<file path="src/rtl/instruction_fetch_unit_pkg.sv">
// Shared CPU front-end definitions: fetch FSM encoding, reset PC and bubble word.
package instruction_fetch_unit_pkg;

    typedef enum logic [1:0] {
        START     = 2'd0,
        FETCH     = 2'd1,
        MISS_WAIT = 2'd2
    } fetch_state_e;

    localparam logic [31:0] DEFAULT_RESET_PC = 32'h0000_0000;
    localparam logic [31:0] BUBBLE_WORD      = 32'h0000_0000;
    localparam logic [15:0] MISS_COUNT_MAX   = 16'hFFFF;

    // Instructions are word aligned; the two low address bits are forced to zero.
    function automatic logic [31:0] align_pc(input logic [31:0] addr);
        return addr & ~32'h0000_0003;
    endfunction

endpackage

</file>
<file path="src/rtl/instruction_fetch_unit_pc_next_sel.sv">
// Next-PC selection: redirect beats pending redirect beats sequential step, else hold.
module pc_next_sel
    import instruction_fetch_unit_pkg::*;
#(
    parameter int PC_STEP = 4
) (
    input  logic [31:0] pc,
    input  logic        use_redirect,
    input  logic [31:0] redirect_target,
    input  logic        use_pending,
    input  logic [31:0] pending_target,
    input  logic        advance,
    output logic [31:0] pc_next
);

    // Priority select of the next fetch address.
    always_comb begin
        // NOTE: every always_comb output gets a default first so no path can infer a latch.
        pc_next = pc;
        if (use_redirect) begin
            pc_next = align_pc(redirect_target);
        end else if (use_pending) begin
            pc_next = align_pc(pending_target);
        end else if (advance) begin
            pc_next = align_pc(pc + 32'(PC_STEP));
        end
    end

endmodule

</file>
<file path="src/rtl/instruction_fetch_unit.sv">
// Instruction fetch unit: drives the I-cache, waits out misses, handles redirects and stalls.
module instruction_fetch_unit
    import instruction_fetch_unit_pkg::*;
#(
    parameter logic [31:0] RESET_PC = DEFAULT_RESET_PC,
    parameter int          PC_STEP  = 4
) (
    input  logic        clk,
    input  logic        reset,
    output logic        icache_read,
    output logic [9:0]  icache_pc,
    input  logic [31:0] icache_instruction,
    input  logic        icache_busywait,
    input  logic        stall,
    input  logic        redirect,
    input  logic [31:0] redirect_target,
    output logic [31:0] if_instr,
    output logic [31:0] if_pc,
    output logic        if_valid,
    output logic [15:0] miss_count
);

    fetch_state_e state, state_next;
    logic [31:0]  pc, pc_next;
    logic         pending_valid;
    logic [31:0]  pending_target;

    logic use_redirect, use_pending, advance;
    logic capture, flush, latch_pending, clear_pending, count_miss;

    pc_next_sel #(.PC_STEP(PC_STEP)) u_pc_next_sel (
        .pc              (pc),
        .use_redirect    (use_redirect),
        .redirect_target (redirect_target),
        .use_pending     (use_pending),
        .pending_target  (pending_target),
        .advance         (advance),
        .pc_next         (pc_next)
    );

    assign icache_pc = pc[9:0];

    // Next-state and per-edge control decisions.
    always_comb begin
        state_next    = state;
        icache_read   = 1'b1;
        use_redirect  = 1'b0;
        use_pending   = 1'b0;
        advance       = 1'b0;
        capture       = 1'b0;
        flush         = 1'b0;
        latch_pending = 1'b0;
        clear_pending = 1'b0;
        count_miss    = 1'b0;

        case (state)
            START: begin
                icache_read = 1'b0;
                if (stall) begin
                    latch_pending = redirect;
                end else begin
                    state_next = FETCH;
                    if (redirect) begin
                        use_redirect  = 1'b1;
                        clear_pending = 1'b1;
                    end
                end
            end
            FETCH: begin
                if (stall) begin
                    latch_pending = redirect;
                end else if (redirect) begin
                    use_redirect  = 1'b1;
                    flush         = 1'b1;
                    clear_pending = 1'b1;
                end else if (icache_busywait) begin
                    state_next = MISS_WAIT;
                    flush      = 1'b1;
                    count_miss = 1'b1;
                end else if (pending_valid) begin
                    use_pending   = 1'b1;
                    flush         = 1'b1;
                    clear_pending = 1'b1;
                end else begin
                    capture = 1'b1;
                    advance = 1'b1;
                end
            end
            MISS_WAIT: begin
                // The cache decodes icache_pc during refill, so pc must not move while busy.
                if (stall || icache_busywait) begin
                    latch_pending = redirect;
                end else begin
                    state_next = FETCH;
                    if (redirect) begin
                        use_redirect  = 1'b1;
                        flush         = 1'b1;
                        clear_pending = 1'b1;
                    end else if (pending_valid) begin
                        use_pending   = 1'b1;
                        flush         = 1'b1;
                        clear_pending = 1'b1;
                    end else begin
                        capture = 1'b1;
                        advance = 1'b1;
                    end
                end
            end
            default: begin
                state_next  = START;
                icache_read = 1'b0;
            end
        endcase
    end

    // State register.
    always_ff @(posedge clk) begin
        // NOTE: sequential state uses non-blocking assignments so every register samples pre-edge values.
        if (!reset) begin
            state <= START;
        end else begin
            state <= state_next;
        end
    end

    // PC, pending redirect, fetch result and miss counter.
    always_ff @(posedge clk) begin
        if (!reset) begin
            pc             <= RESET_PC;
            pending_valid  <= 1'b0;
            pending_target <= RESET_PC;
            if_instr       <= BUBBLE_WORD;
            if_pc          <= 32'h0;
            if_valid       <= 1'b0;
            miss_count     <= 16'h0;
        end else begin
            pc <= pc_next;
            if (latch_pending) begin
                pending_valid  <= 1'b1;
                pending_target <= align_pc(redirect_target);
            end else if (clear_pending) begin
                pending_valid <= 1'b0;
            end
            if (capture) begin
                if_instr <= icache_instruction;
                if_pc    <= pc;
                if_valid <= 1'b1;
            end else if (flush) begin
                if_valid <= 1'b0;
            end
            if (count_miss && miss_count != MISS_COUNT_MAX) begin
                miss_count <= miss_count + 16'd1;
            end
        end
    end

endmodule

</file>
<file path="config.mk">
export PLATFORM = sky130hd
export DESIGN_NAME = instruction_fetch_unit
export DESIGN_NICKNAME = d
export VERILOG_FILES = /design/src/rtl/instruction_fetch_unit_pkg.sv /design/src/rtl/instruction_fetch_unit_pc_next_sel.sv /design/src/rtl/instruction_fetch_unit.sv
export SDC_FILE = /design/constraint.sdc
export NUM_CORES = 1
export LEC_CHECK = 0
export ABC_AREA = 1
export BUFFER_PORTS_ARGS = -buffer_cell sky130_fd_sc_hd__buf_4
export CORE_MARGIN = 2
export CORE_UTILIZATION = 35
export DETAILED_ROUTE_END_ITERATION = 12
export SYNTH_ARGS = -nofsm -noshare
export SYNTH_HDL_FRONTEND = slang
export SYNTH_SLANG_ARGS = --single-unit
</file>
<file path="constraint.sdc">
create_clock -name clk -period 2 [get_ports clk]
set_input_delay 0.3 -clock clk [delete_from_list [all_inputs] [get_ports clk]]
set_output_delay 0.3 -clock clk [all_outputs]
set_load 0.05 [all_outputs]
</file>
======== After elaboration in Yosys (flattened, before gate mapping) ========
Cells that the tools add are included.
cells by class
  multiplexer cells ....................... 48
  reduce and logical (&&, ||, !) cells .... 9
  add/sub/neg operators ................... 2
  equal/unequal tests ..................... 8
operators by type and width
  kind                                           number
  2-to-1 mux 32 bit                              3
  2-to-1 mux 1 bit                               33
  adder 32 x 3 -> 32 bit, second input constant  1
  adder 16 x 1 -> 16 bit, second input constant  1
  != test 16 bit, second input constant          1
  2-to-1 mux 2 bit                               5
  != test 2 bit, second input constant           5
  case mux 1 bit (2 select lines)                5
  case mux 2 bit (3 select lines)                1
  AND reduction 5 bit                            1
  nonzero test 2 bit                             2
  OR reduction 2 bit                             2
  case mux 1 bit (3 select lines)                1
  nonzero test 3 bit                             1
  == test 2 x 1 -> 1 bit, second input constant  1
  == test 2 bit, second input constant           1
  zero test 2 bit                                1
  logical AND 1 bit                              1
  logical OR 1 bit                               1
word-level totals
  register bits ........................... 142
  bits of input ports ..................... 69
  output and inout port bits .............. 92

======== Depth between registers and ports, before layout ========
Gate-level depths: netlist of run 1.
  word-level depth ........................ 8
  depth in mapped cells ................... 11
  gate-level depth less buffers ........... 10

======== Cells and area by module ========
Synthesis of run 1 repeated with hierarchy kept, for this count alone.
second synthesis, totals
  cell total of the unflattened synthesis .. 1060
  area total of the unflattened synthesis .. 7133.1 µm²
by module, submodules not included
  module                  seq. area each (µm²)  times used  area an instance (µm²)  cells an instance
  instruction_fetch_unit  2922.8                1           5575.3                  715
  pc_next_sel             0.0                   1           1557.7                  345

======== Least setup slack after synthesis of run 1 ========
OpenSTA, ideal clock, no wires.
  kind .................................... reg-to-reg
  from .................................... register state[0]
  to ...................................... register pc[19]
  arrival ................................. 1955 ps
  cell stages (with the launch flop) ...... 12
  period minus slack after synthesis ...... 2072 ps
  buffers on the path ..................... 2
  required time ........................... 1883 ps
  setup time .............................. 117 ps
  slack ................................... -72 ps
  cells stage by stage .................... dfxtp_1 > inv_1 > ha_1 > nand2_1 > nor2_4 > nand2_2 > buf_6 > buf_6 > o21ai_2 > inv_1 > a21oi_2 > nor2_1
on the way
  word-level cells in the longest chain between the ends .. 4
  elaborated cells between the ends (all ways) .. 10
  classes of those cells .................. eq/ne (2); mux (5); reduce/logical (3)
ends and longest elaborated chain
  what                                                                                    RTL line                                                                text
  start, declared                                                                         instruction_fetch_unit.sv:23                                            fetch_state_e state, state_next;
  start signal, assigned                                                                  instruction_fetch_unit.sv:122                                           state <= state_next;
  == test 2 x 1 -> 1 bit, or another cell as far along                                    instruction_fetch_unit.sv:56                                            case (state)
  OR reduction 2 bit (no source line) or case mux 1 bit (2 select lines) (tied branches)  n/a
  case mux 1 bit (2 select lines) or 2-to-1 mux 32 bit (tied branches)                    instruction_fetch_unit.sv:56, instruction_fetch_unit_pc_next_sel.sv:22
  nonzero test 3 bit (no source line) or 2-to-1 mux 32 bit (tied branches)                n/a
  end signal, assigned                                                                    instruction_fetch_unit.sv:137                                           pc <= pc_next;
  end, declared                                                                           instruction_fetch_unit.sv:24                                            logic [31:0] pc, pc_next;
Parallel ways exist; a longest one is shown, timed or not.
A chain may end at the register's enable or synchronous reset.

======== Final worst setup path of run 1 ========
  from .................................... register state[0]
  to ...................................... register pc[18]
The elaborated chain is that of the path after synthesis.

==> flow_metrics.env, run 1 <==
export IMPL_numPortBuffers=154
export IMPL_die_y_um=145.8
export IMPL_cts_root_buf="clkbuf_16"
export IMPL_dieArea_um2=21270
export IMPL_slew_headroom=0.6027
export IMPL_num_vias=6808
export IMPL_clk_pin_slew_ns=0.06
export IMPL_io_pins=161
export IMPL_core_rowCount=51
export IMPL_min_from="icache_instruction[29]"
export IMPL_ys_types=36
export IMPL_drt_iter0_drc=509
export IMPL_cp_max_fo=8
export IMPL_worst_slew_pin_slew_ns=0.5952
export IMPL_fin_crit_ns=1.853
export IMPL_synth_adder_area_share=0.01244
export IMPL_fin_nets=1234
export IMPL_cp_start_kind="flip-flop"
export IMPL_mostFrequentLayoutCell="buf_4"
export IMPL_numCtsBuffers=17
export IMPL_cap_violations=0
export IMPL_routed_wl_mm=20.38
export IMPL_grt_max_degree=75
export IMPL_initial_core_util=0.3595
export IMPL_cpPeakStageDelay_ns=0.37
export IMPL_syn_area_um2=7042
export IMPL_vias_per_cell=4.741
export IMPL_synth_top_family_by_area="simple AND/OR/NAND/NOR gates"
export IMPL_crit_chain="inv_2 -> ha_4 -> nand2_1 -> nor2_4 -> nand2_4 -> buf_12 -> or2_2 -> nand3_1 -> a21oi_1"
export IMPL_hold_viol_final=0
export IMPL_cts_tree="built"
export IMPL_critical_path_top_delay_family="simple AND/OR/NAND/NOR gates"
export IMPL_dp_hpwl_mm=14.60
export IMPL_cts_hold_buf=0
export IMPL_numClockSinks=142
export IMPL_setup_worst_path_class="reg -> reg"
export IMPL_r2r_end="pc[18]"
export IMPL_cp_arrival_ns=2.16
export IMPL_synthSimpleGateAreaFrac=0.2379
export IMPL_fin_area_um2=9193
export IMPL_endpoint="pc[18]"
export IMPL_hp_class="in -> reg"
export IMPL_setup_slack_ns=0.1470
export IMPL_ys_ff_latch=142
export IMPL_fmax_mhz=539.7
export IMPL_antenna_cells=0
export IMPL_synth_edff_count=0
export IMPL_finalSetupTns_ns=0
export IMPL_coreArea_um2=19590
export IMPL_clkLatencyLatePin_ns=0.43
export IMPL_cp_slowest_cell="dfxtp_2"
export IMPL_skew_ns=0.007890
export IMPL_synth_seq_area_share=0.4037
export IMPL_reg2reg_slack_ns=0.15
export IMPL_muxShareOfSynthArea=0
export IMPL_async_flop_share=0
export IMPL_first_global_vias=6212
export IMPL_final_setup_viol_count=0
export IMPL_drive_gt1_frac=0.2169
export IMPL_cts_buffer_depth=2
export IMPL_synth_compound_area_frac=0.2106
export IMPL_mostFrequentLayoutCells="168 x buf_4, 156 x nor2_1, 148 x nand2_1"
export IMPL_fin_crit_sh=0.9265
export IMPL_dieWidth_um=145.8
export IMPL_cellLeakagePower_uw=0.003984
export IMPL_overflow=0
export IMPL_rsz0062_at_grt="no"
export IMPL_drt_pass1_iter_count=6
export IMPL_synth_avg_cell_area_um2=6.904
export IMPL_grt_first_pass_wirelength_mm=32.29
export IMPL_post_dp_cell_area_um2=8458
export IMPL_area_growth_synth_to_final_pct=30.54
export IMPL_antenna_found_initial=0
export IMPL_dp_slack_ns=0.07197
export IMPL_rr_startpoint="state[0]"
export IMPL_route_detailed_drc=0
export IMPL_drv_slew=0
export IMPL_power_density_nw_per_um2=1032
export IMPL_place_gp_congestion=0.8440
export IMPL_worstRegToRegCells=9
export IMPL_outcome="finished, final reports clean"
export IMPL_required_ns=2.31
export IMPL_wl_per_cell_um=14.19
export IMPL_synth_ff_type="dfxtp_1"
export IMPL_postRouteAntennaNets=0
export IMPL_cts_htree_levels=4
export IMPL_crit_start="state[0]"
export IMPL_max_vdd_ir_drop_mv=0.5236
export IMPL_yosysWarnings=0
export IMPL_synth_xor_xnor_area_share=0.02363
export IMPL_path_depth=9
export IMPL_syn_inst=1020
export IMPL_gr_usage_all_layers=0.1873
export IMPL_cp_num_buf_inv=2
export IMPL_end_kind="flip-flop"
how the worst min path moves through the flow:
stage / endpoint / slack [ns] / cells past startpoint
final: if_instr[29] / 0.11 / 3
after global routing: if_instr[29] / 0.12 / 3
after CTS: if_instr[29] / 0.1 / 3
after detailed placement: if_instr[30] / 0.47 / 2
after global placement: pending_target[10] / 0.46 / 2
after floorplan: pending_target[11] / 0.45 / 2
kinds of logic (layout without fill, tap and decap cells):
family / after synthesis / after routing
other cells: 1 / 4
fa+ha+maj: 7 / 7
flops: 142 / 142
xor+xnor: 19 / 19
compound gates: 281 / 281
buf+inv: 173 / 321
simple gates: 397 / 397
state kept, by name (all words and copies together) (netlist names):
| name | flops |
|---|---|
| miss_count | 16 |
| if_valid | 1 |
| pending_target | 30 |
| state | 2 |
| pc | 30 |
| if_pc | 30 |
| if_instr | 32 |
| pending_valid | 1 |
worst reg2reg max path: cells and delay by family, from the launching register on:
family	cells	cell delay, ns
adders and majority gates	1	0.27
and+or+nand+nor	5	0.79
buffers and inverters	2	0.26
DFF	1	0.37
AOI/OAI and AO/OA	1	0.06
synthesized netlist by cell type (2+ instances only):
| master | instances | area (um2) |
|---|---|---|
| a211oi_1 | 2 | 15.01 |
| nor2_2 | 5 | 31.28 |
| nand4_1 | 3 | 18.77 |
| or2_2 | 5 | 31.28 |
| dfxtp_1 | 142 | 2843 |
| o21ai_0 | 141 | 705.7 |
| o21ai_1 | 33 | 165.2 |
| nor2_4 | 2 | 22.52 |
| a31oi_1 | 2 | 12.51 |
| o21bai_1 | 7 | 52.55 |
| buf_2 | 17 | 85.08 |
| inv_2 | 7 | 26.28 |
| nor2_1 | 157 | 589.3 |
| nor3_1 | 10 | 50.05 |
| a21oi_1 | 87 | 435.4 |
| inv_1 | 103 | 386.6 |
| nand3_1 | 54 | 270.3 |
| o21ai_2 | 2 | 17.52 |
| nand2_1 | 148 | 555.5 |
| buf_4 | 16 | 120.1 |
| a21oi_2 | 2 | 17.52 |
| buf_6 | 7 | 78.83 |
| xor2_1 | 10 | 87.58 |
| a211oi_2 | 3 | 37.54 |
| nand2_4 | 2 | 22.52 |
| clkbuf_1 | 23 | 86.33 |
| nand2_2 | 7 | 43.79 |
| ha_1 | 7 | 87.58 |
| xnor2_1 | 9 | 78.83 |
final cells by class:
class / instances / area, um2
Fill cell: 1985 / 10400
Multi-Input combinational cell: 708 / 3461
Sequential cell: 142 / 2844
Timing Repair Buffer: 179 / 1491
Clock buffer: 18 / 429.2
Inverter: 110 / 417.9
Tap cell: 265 / 331.6
Clock inverter: 14 / 217.7
per-layer routing:
layer | share of wire | up-vias | global-route usage
li1 | - | 3564 | -
met1 | 0.49 | 3053 | 0.2601
met2 | 0.45 | 175 | 0.2899
met3 | 0.050 | 16 | 0.04389
met4 | 0.011 | 0 | 0.05441
met5 | 0 | - | 0
report_power, final:
group	internal [uW]	total, uW	switching [uW]
combinational	906	2560	1660
sequential	3160	3470	312
clock	2210	3460	1240
total	6280	9490	3210
what timing repair did:
item                       4_1_cts  5_1_grt
buffers inserted                 0        0
setup endpoints to repair        0       45
resized for setup                0       11
through the flow:
| stage | cells | power (uW) | hold WS [ns] | utilization |
|---|---|---|---|---|
| 4_1_cts | 1434 | 9515 | 0.09753 | 0.4648 |
| 3_5_place_dp | 1402 | 6028 | 0.4734 | 0.4318 |
| 3_3_place_gp | 1402 | 6011 | 0.4629 | 0.4318 |
| 5_1_grt | 1436 | 10020 | 0.1193 | 0.4692 |
| 6_report | 1436 | 9491 | 0.1127 | 0.4692 |
| 2_1_floorplan | 1023 | 5271 | 0.4483 | - |
Power figures use the tool's default switching activity.
==> inputs of run 2 (changes only) <==
--- a/config.mk
+++ b/config.mk
@@ -7,9 +7,12 @@
 export LEC_CHECK = 0
 export ABC_AREA = 1
 export BUFFER_PORTS_ARGS = -buffer_cell sky130_fd_sc_hd__buf_4
+export CELL_PAD_IN_SITES_DETAIL_PLACEMENT = 1
+export CELL_PAD_IN_SITES_GLOBAL_PLACEMENT = 1
 export CORE_MARGIN = 2
 export CORE_UTILIZATION = 35
 export DETAILED_ROUTE_END_ITERATION = 12
+export PLACE_DENSITY_LB_ADDON = 0.1
 export SYNTH_ARGS = -nofsm -noshare
 export SYNTH_HDL_FRONTEND = slang
 export SYNTH_SLANG_ARGS = --single-unit
==> run 2 against run 1 <==
Clock power fell by 8.4%. Combinational power rose by 8.6%. Worst hold slack improved by 0.014 ns. Clock skew rose by 0.0042 ns. Highest routed layer unchanged. Largest cell class unchanged. Sequential power barely moved. Final cell count rose by 0.91%. Critical path depth rose by 1.
==> flow_metrics.env, run 2 (synthesized netlist as in run 1, its figures left out) <==
export IMPL_outcome="finished, final reports clean"
export IMPL_cts_htree_levels=4
export IMPL_setup_slack_ns=0.1516
export IMPL_mostFrequentLayoutCells="179 x buf_4, 156 x nor2_1, 148 x nand2_1"
export IMPL_power_density_nw_per_um2=1019
export IMPL_antenna_cells=0
export IMPL_drt_iter0_drc=364
export IMPL_final_setup_viol_count=0
export IMPL_worstRegToRegCells=10
export IMPL_fin_nets=1247
export IMPL_overflow=0
export IMPL_fmax_mhz=541.0
export IMPL_grt_first_pass_wirelength_mm=36.92
export IMPL_cts_root_buf="clkbuf_16"
export IMPL_cts_buffer_depth=2
export IMPL_holdPathEnd="if_instr[30]"
export IMPL_hp_class="in -> reg"
export IMPL_io_pins=161
export IMPL_gr_usage_all_layers=0.2146
export IMPL_fin_crit_ns=1.848
export IMPL_drive_gt1_frac=0.2247
export IMPL_post_route_util=0.4722
export IMPL_dp_hpwl_mm=16.82
export IMPL_finalSetupTns_ns=0
export IMPL_numPortBuffers=154
export IMPL_clk_pin_slew_ns=0.06
export IMPL_grt_max_degree=50
export IMPL_num_vias=7139
export IMPL_cts_hold_buf=0
export IMPL_worst_slew_pin_slew_ns=0.6128
export IMPL_cts_setup_buffers=0
export IMPL_numCtsBuffers=17
export IMPL_drt_pass1_iter_count=4
export IMPL_first_global_vias=6922
export IMPL_core_rowCount=51
export IMPL_drv_slew=0
export IMPL_route_detailed_drc=0
export IMPL_min_from="icache_instruction[30]"
export IMPL_routed_wl_mm=22.97
export IMPL_cp_max_fo=6
export IMPL_dieWidth_um=145.8
export IMPL_hold_viol_final=0
export IMPL_post_dp_cell_area_um2=8568
export IMPL_area_growth_synth_to_final_pct=31.38
export IMPL_end_kind="flip-flop"
export IMPL_cts_tree="built"
export IMPL_coreArea_um2=19590
export IMPL_top_register="if_instr"
export IMPL_mostFrequentLayoutCell="buf_4"
export IMPL_largest_reg_flops=32
export IMPL_dp_slack_ns=0.03125
export IMPL_dieArea_um2=21270
export IMPL_fin_crit_sh=0.9242
export IMPL_cp_arrival_ns=2.16
export IMPL_clkLatencyLatePin_ns=0.42
export IMPL_cap_violations=0
export IMPL_numClockSinks=142
export IMPL_reg2reg_slack_ns=0.15
export IMPL_postRouteAntennaNets=0
export IMPL_antenna_found_initial=0
export IMPL_rr_startpoint="pc[2]"
export IMPL_whs_path_depth=3
export IMPL_slew_headroom=0.5910
export IMPL_vias_per_cell=4.927
export IMPL_skew_ns=0.01209
export IMPL_setup_worst_path_class="reg -> reg"
export IMPL_max_vdd_ir_drop_mv=0.5426
export IMPL_ctsResizeCount=0
export IMPL_wl_per_cell_um=15.85
export IMPL_required_ns=2.31
export IMPL_cellLeakagePower_uw=0.004022
export IMPL_whs_ns=0.1268
export IMPL_cp_start_kind="flip-flop"
export IMPL_fin_area_um2=9251
export IMPL_rsz0062_at_grt="no"
export IMPL_initial_core_util=0.3595
export IMPL_r2r_end="pc[26]"
export IMPL_fillers=2508
export IMPL_die_y_um=145.8
export IMPL_place_gp_congestion=0.8132
[run 2: changes by cell type in the layout (fill, tap and decap cells not counted), moves of 3 or more]
cell        previous run  this run
buf_4                168       179
inv_6                  0         3
clkinvlp_4             0         3
clkinv_4               6         2
bufinv_16              5         2
[run 2: how the worst max path moves through the flow]
stage | slack, ns | from | endpoint
final | 0.15 | pc[2] | pc[26]
after global routing | 0.01 | state[1] | pc[2]
after CTS | 0.002 | state[0] | pc[24]
after detailed placement | 0.03 | state[0] | if_pc[29]
after global placement | 0.07 | state[0] | pc[12]
after floorplan | 0.01 | miss_count[0] | miss_count[12]
[run 2: layout make-up]
cell class	count	area (um2)	share of cell area
inverter	110	420.4	0.04544
tap	265	331.6	0.03584
timing repair buffer	192	1605	0.1735
clock inverter	12	132.6	0.01434
multi-input combinational	708	3461	0.3741
sequential	142	2844	0.3074
clock buffer	20	456.7	0.04936
[run 2: critical path, stage by stage (launching register included)]
cell and delay, ns:
dfxtp_1 0.48, ha_1 0.21, nand2_1 0.10, nor2_4 0.17, nand2_2 0.15, nor2_2 0.24, nand2_1 0.07, nand2_1 0.06
nand3_1 0.12, nand2_1 0.09, a21oi_1 0.05
[run 2: through the flow]
stage,power [uW],std cells
global route,9954,1449
global placement,6177,1415
finish,9425,1449
CTS,9433,1447
detailed placement,6219,1415
floorplan,5271,1023
[run 2: report_power, final]
part / switching (uW) / internal (uW)
registers: 315 / 3160
clock network: 1260 / 1910
logic: 1780 / 1000
[run 2: per-layer routing]
metal	GRT usage	vias to the layer above	routed length [um]
li1	-	3590	-
met4	0.05735	0	138
met2	0.3340	150	10350
met5	0	-	0
met3	0.03636	10	849
met1	0.3071	3389	11640
